### config.mk
export PLATFORM = sky130hd
export DESIGN_NAME = rr_pkt_arbiter
export DESIGN_NICKNAME = d
export VERILOG_FILES = /design/src/rtl/rr_pkt_arbiter_pkg.sv /design/src/rtl/rr_pkt_arbiter_pick.sv /design/src/rtl/rr_pkt_arbiter.sv
export SDC_FILE = /design/constraint.sdc
export NUM_CORES = 1
export LEC_CHECK = 0
export ABC_AREA = 1
export CAP_MARGIN = 15
export CORE_MARGIN = 10
export CORE_UTILIZATION = 45
export DETAILED_ROUTE_END_ITERATION = 8
export PLACE_DENSITY = 0.76
export SETUP_SLACK_MARGIN = 0.15
export SLEW_MARGIN = 20
export SYNTH_ARGS = -nofsm -noshare
export SYNTH_HDL_FRONTEND = slang
export SYNTH_SLANG_ARGS = --single-unit
### constraint.sdc
create_clock -name iClk -period 2.7 [get_ports iClk]
set_input_delay 0.54 -clock iClk [delete_from_list [all_inputs] [get_ports iClk]]
set_output_delay 0.54 -clock iClk [all_outputs]
set_load 0.02 [all_outputs]
### src/rtl/rr_pkt_arbiter_pkg.sv
// Shared defaults and FSM state type for the round-robin packet arbiter.
// Imported by rr_pick and rr_pkt_arbiter.
package rr_pkt_arbiter_pkg;
  localparam int ARB_NUM_DEF = 8;
  localparam int TIMEOUT_DEF = 1024;

  typedef enum logic {
    IDLE = 1'b0,
    BUSY = 1'b1
  } state_e;
endpackage

### src/rtl/rr_pkt_arbiter_pick.sv
// Round-robin pick: first set request at or above iPtr, wrapping to 0.
// Ports: iReq, iPtr in; oWin (one-hot), oIdx (binary) out.
module rr_pick
  import rr_pkt_arbiter_pkg::*;
#(
  parameter int ARB_NUM = ARB_NUM_DEF
) (
  input  logic [ARB_NUM-1:0]         iReq,
  input  logic [$clog2(ARB_NUM)-1:0] iPtr,
  output logic [ARB_NUM-1:0]         oWin,
  output logic [$clog2(ARB_NUM)-1:0] oIdx
);
  localparam int IW = $clog2(ARB_NUM);

  logic          found;
  logic [IW-1:0] idx;

  always_comb begin
    oWin  = '0;
    oIdx  = '0;
    found = 1'b0;
    idx   = '0;
    for (int i = 0; i < ARB_NUM; i++) begin
      // power-of-two ARB_NUM makes the add wrap for free
      idx = iPtr + IW'(i);
      if (!found && iReq[idx]) begin
        found     = 1'b1;
        oWin[idx] = 1'b1;
        oIdx      = idx;
      end
    end
  end
endmodule

### src/rtl/rr_pkt_arbiter.sv
// Round-robin packet arbiter: holds one port for a whole packet service.
// Ports: iClk, iRst_n, iReq, iDone in; oSel, oSelIdx, oSelVld, oGnt, oTimeout out.
module rr_pkt_arbiter
  import rr_pkt_arbiter_pkg::*;
#(
  parameter int ARB_NUM = ARB_NUM_DEF,
  parameter int TIMEOUT = TIMEOUT_DEF
) (
  input  logic                       iClk,
  input  logic                       iRst_n,
  input  logic [ARB_NUM-1:0]         iReq,
  input  logic                       iDone,
  output logic [ARB_NUM-1:0]         oSel,
  output logic [$clog2(ARB_NUM)-1:0] oSelIdx,
  output logic                       oSelVld,
  output logic [ARB_NUM-1:0]         oGnt,
  output logic                       oTimeout
);
  localparam int IW = $clog2(ARB_NUM);
  localparam int CW = $clog2(TIMEOUT);
  localparam logic [CW-1:0] CNT_MAX = CW'(TIMEOUT - 1);

  state_e             state_q, state_d;
  logic [ARB_NUM-1:0] sel_q, sel_d;
  logic [IW-1:0]      idx_q, idx_d;
  logic [IW-1:0]      ptr_q, ptr_d;
  logic [CW-1:0]      cnt_q, cnt_d;

  logic [ARB_NUM-1:0] win;
  logic [IW-1:0]      win_idx;
  logic               busy;
  logic               expire;

  rr_pick #(
    .ARB_NUM (ARB_NUM)
  ) u_pick (
    .iReq (iReq),
    .iPtr (ptr_q),
    .oWin (win),
    .oIdx (win_idx)
  );

  assign busy   = (state_q == BUSY);
  // iDone beats a coincident timeout
  assign expire = busy && !iDone && (cnt_q == CNT_MAX);

  always_comb begin
    state_d = state_q;
    sel_d   = sel_q;
    idx_d   = idx_q;
    ptr_d   = ptr_q;
    cnt_d   = cnt_q;
    unique case (state_q)
      IDLE: begin
        if (|iReq) begin
          sel_d   = win;
          idx_d   = win_idx;
          cnt_d   = '0;
          state_d = BUSY;
        end
      end
      BUSY: begin
        if (iDone || expire) begin
          ptr_d   = idx_q + IW'(1);
          sel_d   = '0;
          idx_d   = '0;
          state_d = IDLE;
        end else if (cnt_q != CNT_MAX) begin
          cnt_d = cnt_q + CW'(1);
        end
      end
      default: state_d = IDLE;
    endcase
  end

  always_ff @(posedge iClk or negedge iRst_n) begin
    if (!iRst_n) begin
      state_q <= IDLE;
      sel_q   <= '0;
      idx_q   <= '0;
      ptr_q   <= '0;
      cnt_q   <= '0;
    end else begin
      state_q <= state_d;
      sel_q   <= sel_d;
      idx_q   <= idx_d;
      ptr_q   <= ptr_d;
      cnt_q   <= cnt_d;
    end
  end

  assign oSel     = sel_q;
  assign oSelIdx  = idx_q;
  assign oSelVld  = busy;
  // commit pulse is same-cycle with iDone
  assign oGnt     = (busy && iDone) ? sel_q : '0;
  assign oTimeout = expire;
endmodule

==> results of run 1 <==
-- power by group --
part	switching [mW]	internal (mW)	leakage, nW
clock network	0.111	0.105	0.0228
logic	1.95	1.04	1.25
registers	0.0979	0.473	0.333
total	2.16	1.62	1.60
-- flip-flops by register name, summed over array words and instances, names as in the netlist --
register	count
ptr_q	3
oSelVld	1
cnt_q	10
oSel	8
oSelIdx	3
-- what timing repair did --
item                                    4_1_cts  5_1_grt
pin swaps                                     0        3
hold buffers                                  0        0
gates resized for setup                       7        8
buffers inserted                              0        5
endpoints found under the setup margin        7       14
-- per-stage QoR --
stage          util (%)  cell area (um2)
4_1_cts            56.0             3100
3_5_place_dp       55.4             3070
3_3_place_gp       55.4             3070
2_1_floorplan         -             2610
6_report           57.4             3180
5_1_grt            57.4             3180
-- logic make-up after synthesis --
family | after synthesis | share of synthesized area (%)
simple gates | 309 | 55.0
buf+inv | 57 | 9.19
compound gates | 25 | 5.75
flops | 25 | 24.2
fa+ha+maj | 8 | 3.87
xor+xnor | 6 | 2.03
-- Yosys cell counts, types with 6 or more instances --
cell type  count
dfrtp_1       25
nand4_1        6
inv_1         39
nand3_1       76
nor3_1        22
nand2_1      135
clkbuf_1       6
nand3_2        7
a21oi_1        6
ha_1           8
nor2_1        47
o21ai_0       10
-- area by class of cell --
cell class	instances	area [um2]	share of cell area, %
multi-input cells	348	1760	55.4
flip-flops and latches	25	626	19.7
repair buffers	54	487	15.3
inverters	44	169	5.31
well taps	72	90.1	2.83
clock buffers	4	45.0	1.42
-- worst min-delay path, stage by stage, from the launching register on --
cell and delay [ns]:
dfrtp_1 0.37, nand2_1 0.06, nand2_1 0.05
-- worst max path at each step --
stage	end	slack, ns
floorplan	oSelIdx[1]	0.15
global placement	oSel[5]	0.12
detailed placement	oSelIdx[1]	0.02
CTS	oGnt[0]	0.15
global route	oSel[1]	0.11
finish	oGnt[0]	0.25
-- cell usage in the layout (no fill, tap or decap), drive strengths merged --
cell type / count
dfrtp: 25
nand3: 83
ha: 8
nand4: 6
xor2: 5
inv: 43
a31oi: 1
clkbuf: 4
a22oi: 1
dlygate4sd2: 7
and3: 4
nor3: 23
clkinv: 1
buf: 23
o31ai: 4
a21oi: 6
nand2: 140
clkdlybuf4s50: 24
o21ai: 13
xnor2: 1
nor2: 50
nor4: 3
-- per-layer routing --
metal | global-route usage (%) | vias up | routed length, um
met1 | 21.6 | 1352 | 3290
met2 | 27.2 | 131 | 3610
met3 | 2.88 | 10 | 620
li1 | - | 1502 | -
met5 | 0 | - | 0
met4 | 3.32 | 0 | 74
==> impl_results.md, run 1 <==
* Status: finished clean
* Post-route ant nets at 0
* R2R depth at 17
* Yosys top cell area share at around a quarter
* Reg clk slew, reported paths at around 0.080 ns
* First DRT Iteration DRCs at 180
* Hold Path Stages at 2
* N_diodes at 0
* Dpl cells at roughly 540
* Fin crit share at roughly nine tenths
* Width of the die at around 96 um
* Synthesized Nets at approximately 450
* Ys flop type: dfrtp_1
* Layout Cells excl Fill at 547
* # IOs at 32
* First drt pass iteration count at 6
* Peak VDD IR at ~0.7 mV
* Final setup violation count at 0
* Max_slew headroom at 66.0%
* GP Congestion at 0.942
* CP Capture Type: primary output
* Chip height at between 90 and 100 um
* Async S/R FF share, synth at 100%
* Cell row count at 27
* Max-cap violations at 0
* CP Data Arrival Time at about 1.9 ns
* Initial Utilization at between 40% and 50%
* Hold Path End: cnt_q[1]
* Hold crit path type: register to register
* Final hold viol count at 0
* Buffers & Inverters on Critical Path at 2
* Area growth, synth to finish at 22.8%
* Slowest-stage cell, CP: clkdlybuf4s50_1
* Max-slew violation count at 0
* Post-synthesis sequential area ratio at ~24%
* CP max FO at 9
* Via count at ~3000
* Max Freq at 408 MHz
* Grt ovf at 0
* CP Launch Type: input port
* CTS tree: built
* Cell Area, Synth at between 2000 and 3000 um2
* Setup Crit Path Kind: input port to primary output
* Total track usage at between 10% and 20%
* Pin count of the biggest net entering global routing at 26
* Final setup margin at approximately 0.25 ns
* Critical path depth at 4
* CP required at 2.16 ns
* Fin Setup TNS at 0 ns
* Detail-routed net length per standard cell at about 14 um
* Warnings from Yosys at 0
* Vias in the first global route at 2726
* Post-DP HPWL at 5920 um
* # DRC at 0
* Mapped Cells at between 400 and 500
* Total Power at 3.79 mW
* Critical R2R Launch: ptr_q[1]
* PwrDens at 1190 nW/um2
* H-tree depth at 1
* Share of layout cells above drive strength 1 at between 10% and 20%
* Seq cells post-synth at 25
* Nets at roughly 500
* Post-synth EDFFs at 0
* CTS Buf Count at 3
* Max stage delay on crit path at 0.61 ns
* Pre-CTS WS at 0.0182 ns
* CP Cell Sequence: clkdlybuf4s50_1 -> nand2_2 -> nor2_1 -> clkdlybuf4s50_1
* Final wirelength at between 7000 and 8000 um
* CP top delay family: buffers and inverters
* Clock Path Buffers at 2
* First-pass GRT wire length at about 12000 um
* RSZ-0062 raised after global routing: yes
* Number of fill cells at ~530
* Reg-to-reg slack, setup at around 0.33 ns
* Clk_lat worst skew at between 0.2 and 0.3 ns
* Vias per Instance at approximately 5.5
* Clock sink count at 25
* Most used cell, CP: clkdlybuf4s50_1
* Port bufs at 31
* Origin of the worst setup path: iDone
* CTS root buffer: clkbuf_8
* Reg2reg end: oSelIdx[1]
* Actual slew at the worst max-slew pin at roughly 0.51 ns
* Unique masters post-synth at 31
* Worst Skew at around 0.0025 ns
* DIE AREA at between 9000 and 10000 um2
* Hold slack at 0.512 ns
* Area leader, netlist: dfrtp_1
* Core Region at 5540 um2
* Mean area per synthesized cell at 6.02 um2
* Worst hold path startpoint: cnt_q[1]
* Initial antenna violation count at 0
* Lkg Pwr at roughly 1.6 nW
* Tmin final at around 2.4 ns
* Most area-consuming cells after synthesis: dfrtp_1, nand2_1, nand3_1
Note: power is estimated with default switching activity, not from simulation.
==> run 2: changes to the inputs <==
- CORE_MARGIN: 10 -> 2
==> run 2 against run 1 <==
Net effect:
- setup slack worse by 0.010 ns
- critical endpoint is now oGnt[3]
- clock power up 4%
- clock skew is 0.0012 ns higher
- via count is 2.5% higher
- die area fell by 31%
- design area rose by 2.2%
==> impl_results.md, run 2 (synthesized netlist as in run 1, its figures left out) <==
* RSZ-0062 raised after global routing: yes (unchanged)
* Initial antenna violation count at 0 (unchanged)
* # DRC at 0 (unchanged)
* Last element of the critical path: oGnt[3] (was oGnt[0])
* Clk_lat worst skew at 0.27 ns (about the same)
* Met3 usage in global routing at 2.94% (was 2.88%)
* Hold crit path type: register to register (unchanged)
* Layout Cells excl Fill at 550 (was 547)
* Nets at 498 (was 495)
* Commonest cells after routing, fill and taps aside: nand2_1, nand3_1, nor2_1 (unchanged)
* Fin crit share at 91.1% (was 90.7%)
* Final Cell Area at 3250 um2 (was 3180 um2)
* Detail-routed net length per standard cell at 13.6 um (was 13.9 um)
* Max FFs per register at 10 (unchanged)
* CP max FO at 9 (unchanged)
* Clk network pwr share at 5.7% (about the same)
* Vias per Instance at 5.58 (was 5.48)
* GP Congestion at 0.885 (was 0.942)
* CTS tree: built (unchanged)
* Biggest register: cnt_q (unchanged)
* N_diodes at 0 (unchanged)
* CP Cell Sequence: clkdlybuf4s50_1 -> nand2_2 -> nor2_1 -> clkdlybuf4s50_1 (unchanged)
* First drt pass iteration count at 6 (unchanged)
* Sw Share at 56.8% (was 57.1%)
* Post-DP HPWL at 5690 um (was 5920 um)
* P_sw at 2.22 mW (was 2.16 mW)
* # IOs at 32 (unchanged)
* GR Util met1 at 32.1% (was 21.6%)
* Dpl cells at 539 (was 538)
* CP required at 2.16 ns (about the same)
* CTS Buf Count at 3 (unchanged)
* Chip height at 79.8 um (was 95.8 um)
* Area growth, synth to finish at 25.5% (was 22.8%)
* CP Launch Type: input port (unchanged)
* Gate power share at 79.5% (was 79.2%)
* R2R depth at 17 (unchanged)
* Post-route ant nets at 0 (unchanged)
* Hold slack at 0.514 ns (was 0.512 ns)
* First-pass GRT wire length at 12400 um (was 12500 um)
* Pre-CTS WS at 0.0165 ns (was 0.0182 ns)
* Busiest grt layer: met2 (unchanged)
* Reg clk slew, reported paths at 0.08 ns (about the same)
* Final hold viol count at 0 (unchanged)
* Via count at 3071 (was 2995)
* Clock sink count at 25 (unchanged)
* Actual slew at the worst max-slew pin at 0.468 ns (was 0.508 ns)
* H-tree depth at 1 (unchanged)
* Final setup violation count at 0 (unchanged)
* Max stage delay on crit path at 0.61 ns (about the same)
* Core Region at 5540 um2 (unchanged)
* Max-slew violation count at 0 (unchanged)
* Pin count of the biggest net entering global routing at 26 (unchanged)
* CP Data Arrival Time at 1.92 ns (was 1.91 ns)
* Clock Path Buffers at 2 (unchanged)
* Max-cap violations at 0 (unchanged)
* CP Capture Type: primary output (unchanged)
* Width of the die at 79.8 um (was 95.8 um)
* First DRT Iteration DRCs at 273 (was 180)
* Slowest-stage cell, CP: clkdlybuf4s50_1 (unchanged)
* Initial Utilization at 46.7% (unchanged)
* Fin Setup TNS at 0 ns (unchanged)
* Tmin final at 2.46 ns (was 2.45 ns)
* Final setup margin at 0.241 ns (was 0.251 ns)
* Share of layout cells above drive strength 1 at 13.2% (was 12.2%)
* PwrDens at 1200 nW/um2 (was 1190 nW/um2)
* Worst Skew at 0.00370 ns (was 0.00253 ns)
* Port bufs at 31 (unchanged)
* Peak VDD IR at 0.821 mV (was 0.681 mV)
* Setup Crit Path Kind: input port to primary output (unchanged)
* Vias in the first global route at 2806 (was 2726)
* Grt ovf at 0 (unchanged)
* Commonest non-fill, non-tap cell in the layout: nand2_1 (unchanged)
* Max_slew headroom at 68.7% (was 66.0%)
* Met2 Track Usage GR at 40.2% (was 27.2%)
* Area after DPL at 3070 um2 (about the same)
* Cell row count at 27 (unchanged)
* P_int at 1.69 mW (was 1.62 mW)
* Reg-to-reg slack, setup at 0.29 ns (was 0.33 ns)
* CTS root buffer: clkbuf_8 (unchanged)
* Origin of the worst setup path: iDone (unchanged)
* Lkg Pwr at 1.62 nW (was 1.60 nW)
* Cts hold-fix bufs at 0 (unchanged)
* Critical R2R Launch: ptr_q[1] (unchanged)
* Seq pwr share at 14.8% (was 15.1%)
* Final wirelength at 7490 um (was 7590 um)
* Most used cell, CP: clkdlybuf4s50_1 (unchanged)
* Total track usage at 24.2% (was 16.3%)
* DIE AREA at 6370 um2 (was 9180 um2)
* Reg2reg end: oSel[7] (was oSelIdx[1])
* Status: finished clean (unchanged)
* Max Freq at 407 MHz (was 408 MHz)
[run 2: repair_timing]
| action | CTS | global route |
|---|---|---|
| endpoints found under the setup margin | 3 | 18 |
| resized for setup | 3 | 15 |
| setup buffers | 0 | 6 |
| gates cloned | 0 | 1 |
| pin swaps | 0 | 4 |
[run 2: how the worst min path moves through the flow]
stage	startpoint	endpoint	cells past startpoint
after floorplan	iRst_n	cnt_q[0]	0
after global placement	oSel[5]	oSel[5]	2
after detailed placement	cnt_q[1]	cnt_q[1]	2
after CTS	cnt_q[1]	cnt_q[1]	2
after global routing	oSel[5]	oSel[5]	2
final	cnt_q[1]	cnt_q[1]	2
[run 2: metal layers]
layer	up-vias	wire length, um
met5	-	0
met4	0	232
met3	25	409
met2	121	3480
met1	1412	3370
li1	1513	-
[run 2: layout make-up]
| type | count | area (um2) |
|---|---|---|
| multi-input cells | 348 | 1770 |
| fillers | 564 | 2290 |
| flip-flops and latches | 25 | 626 |
| repair buffers | 57 | 547 |
| inverters | 44 | 169 |
| well taps | 72 | 90.1 |
| clock buffers | 4 | 45.0 |
[run 2: power by group through the flow]
stage / clock [mW] / sequential, mW / combinational, mW
2_1_floorplan: 0 / 0.652 / 1.90
3_3_place_gp: 0 / 0.582 / 2.81
3_5_place_dp: 0 / 0.584 / 2.85
4_1_cts: 0.229 / 0.578 / 2.85
5_1_grt: 0.245 / 0.594 / 3.42
6_report: 0.225 / 0.578 / 3.11
[run 2: stage by stage]
stage                     util (%)  power [mW]
after CTS                     56.2        3.66
after global routing          58.6        4.26
final                         58.6        3.91
after global placement        55.5        3.39
after detailed placement      55.5        3.43
after floorplan                  -        2.55
[run 2: worst max-delay path: cells and delay by family]
kind,cells,cell delay (ns)
buffers and inverters,2,1.11
AND/OR/NAND/NOR,2,0.27
==> run 3: changes to the inputs <==
- CORE_ASPECT_RATIO: unset -> 1.25
==> run 3 against run 2 <==
Net effect:
- wire length up 1.5%
- global-route usage up 1.3 points
- combinational power down 2%
- clock power about the same
- setup slack better by 0.0042 ns
- maximum frequency up 0.17%
- design area down 1.6%
- flip-flop and latch count unchanged
- register-to-register slack better by 0.04 ns
- clock skew up 0.00062 ns
- critical path type unchanged
- largest power group unchanged
==> impl_results.md, run 3 (synthesized netlist as in run 1, its figures left out) <==
* Status: finished clean (unchanged)
* Tmin final at 2.45 ns (was 2.46 ns)
* Cts hold-fix bufs at 0 (unchanged)
* CTS root buffer: clkbuf_8 (unchanged)
* Post-DP HPWL at 5690 um (about the same)
* Commonest non-fill, non-tap cell in the layout: nand2_1 (unchanged)
* Worst Skew at 0.00432 ns (was 0.00370 ns)
* Hold crit path type: register to register (unchanged)
* Width of the die at 71.8 um (was 79.8 um)
* Most used cell, CP: clkdlybuf4s50_1 (unchanged)
* Worst hold path startpoint: oSel[3] (was cnt_q[1])
* Fin crit share at 90.9% (was 91.1%)
* Initial antenna violation count at 0 (unchanged)
* Clk_lat worst skew at 0.27 ns (about the same)
* N_diodes at 0 (unchanged)
* First-pass GRT wire length at 13100 um (was 12400 um)
* Hold slack at 0.513 ns (was 0.514 ns)
* Via count at 3026 (was 3071)
* Area of the multi-input gates at 1770 um2 (unchanged)
* First drt pass iteration count at 5 (was 6)
* RSZ-0062 raised after global routing: no (was yes)
* Final Cell Area at 3200 um2 (was 3250 um2)
* CP Capture Type: primary output (unchanged)
* CP required at 2.16 ns (about the same)
* Total track usage at 25.6% (was 24.2%)
* DIE AREA at 6380 um2 (was 6370 um2)
* Clock Path Buffers at 2 (unchanged)
* Max FFs per register at 10 (unchanged)
* # DRC at 0 (unchanged)
* Max_slew headroom at 62.6% (was 68.7%)
* Nets at 496 (was 498)
* PwrDens at 1200 nW/um2 (about the same)
* Commonest cells after routing, fill and taps aside: nand2_1, nand3_1, nor2_1 (unchanged)
* Pin count of the biggest net entering global routing at 26 (unchanged)
* Max-cap violations at 0 (unchanged)
* Biggest register: cnt_q (unchanged)
* Vias per Instance at 5.60 (was 5.58)
* Initial Utilization at 47.2% (was 46.7%)
* # IOs at 32 (unchanged)
* CP Data Arrival Time at 1.91 ns (was 1.92 ns)
* Reg clk slew, reported paths at 0.09 ns (was 0.08 ns)
* Cell row count at 30 (was 27)
* Max-slew violation count at 0 (unchanged)
* GP Congestion at 0.965 (was 0.885)
* Actual slew at the worst max-slew pin at 0.558 ns (was 0.468 ns)
* Setup Crit Path Kind: input port to primary output (unchanged)
* CP Cell Sequence: clkdlybuf4s50_1 -> nand2_2 -> nor2_1 -> clkdlybuf4s50_1 (unchanged)
* Final hold viol count at 0 (unchanged)
* Fin Setup TNS at 0 ns (unchanged)
* Lkg Pwr at 1.60 nW (was 1.62 nW)
* Core Region at 5480 um2 (was 5540 um2)
* Max stage delay on crit path at 0.61 ns (about the same)
* CP top delay family: buffers and inverters (unchanged)
* CP max FO at 9 (unchanged)
* Detail-routed net length per standard cell at 14.1 um (was 13.6 um)
* Peak VDD IR at 0.667 mV (was 0.821 mV)
* Total Power at 3.85 mW (was 3.91 mW)
* CTS tree: built (unchanged)
* First DRT Iteration DRCs at 247 (was 273)
* Reg area at 627 um2 (was 626 um2)
* H-tree depth at 1 (unchanged)
* Origin of the worst setup path: iDone (unchanged)
* Vias in the first global route at 2879 (was 2806)
* CTS Buf Count at 3 (unchanged)
* Slowest-stage cell, CP: clkdlybuf4s50_1 (unchanged)
* Clock sink count at 25 (unchanged)
* Max Freq at 407 MHz (about the same)
* Final setup violation count at 0 (unchanged)
* Share of layout cells above drive strength 1 at 13.2% (about the same)
* Area after DPL at 3060 um2 (was 3070 um2)
* Number of fill cells at 528 (was 564)
* Buffers & Inverters on Critical Path at 2 (unchanged)
* Port bufs at 31 (unchanged)
* Chip height at 88.8 um (was 79.8 um)
* Grt ovf at 0 (unchanged)
* Critical R2R Launch: ptr_q[1] (unchanged)
* Area growth, synth to finish at 23.5% (was 25.5%)
* CP Launch Type: input port (unchanged)
* Post-route ant nets at 0 (unchanged)
* Final wirelength at 7600 um (was 7490 um)
[run 3: where the power goes]
part | internal (mW) | total (mW) | leakage (nW) | switching (mW)
logic | 1.07 | 3.05 | 1.24 | 1.98
registers | 0.475 | 0.578 | 0.332 | 0.104
clock network | 0.103 | 0.223 | 0.0255 | 0.120
[run 3: path summary, 6_finish.rpt]
check	slack (ns)	depth (start not counted)	endpoint
worst max-delay path	0.25	4	oGnt[7]
worst min-delay path	0.51	2	oSel[3]
worst max register to register	0.33	16	oSel[4]
worst min register to register	0.51	2	oSel[3]
max in group asynchronous	1.80	2	ptr_q[2]
min in group asynchronous	0.63	2	oSel[6]
[run 3: area by class of cell]
type	count	share of cell area [%]
clock buffer	3	1.29
clock inverter	1	0.157
inverter	44	5.32
multi-input combinational	348	55.4
sequential	25	19.6
tap	64	2.50
timing repair buffer	55	15.7
[run 3: routing by layer]
metal	wire [um]	global-route usage (%)
met5	0	0
met4	170	9.26
met3	412	3.42
met1	3130	32.0
met2	3890	44.9
[run 3: metrics by stage]
step                      instances  setup WS, ns  utilization (%)
final                           540         0.245             58.3
after global routing            540         0.156             58.3
after CTS                       537         0.150             56.9
after detailed placement        531        0.0168             55.9
after global placement          531        0.0790             55.9
after floorplan                 430         0.155                -
[run 3: what timing repair did]
item | CTS | global route
pin swaps | 1 | 4
resized for setup | 4 | 14
buffers inserted | 2 | 3
endpoints found under the setup margin | 5 | 17
[run 3: worst min-delay path, stage by stage, from the launching register on]
cell and delay, ns:
dfrtp_1 0.37, nand2_1 0.06, nand2_1 0.05
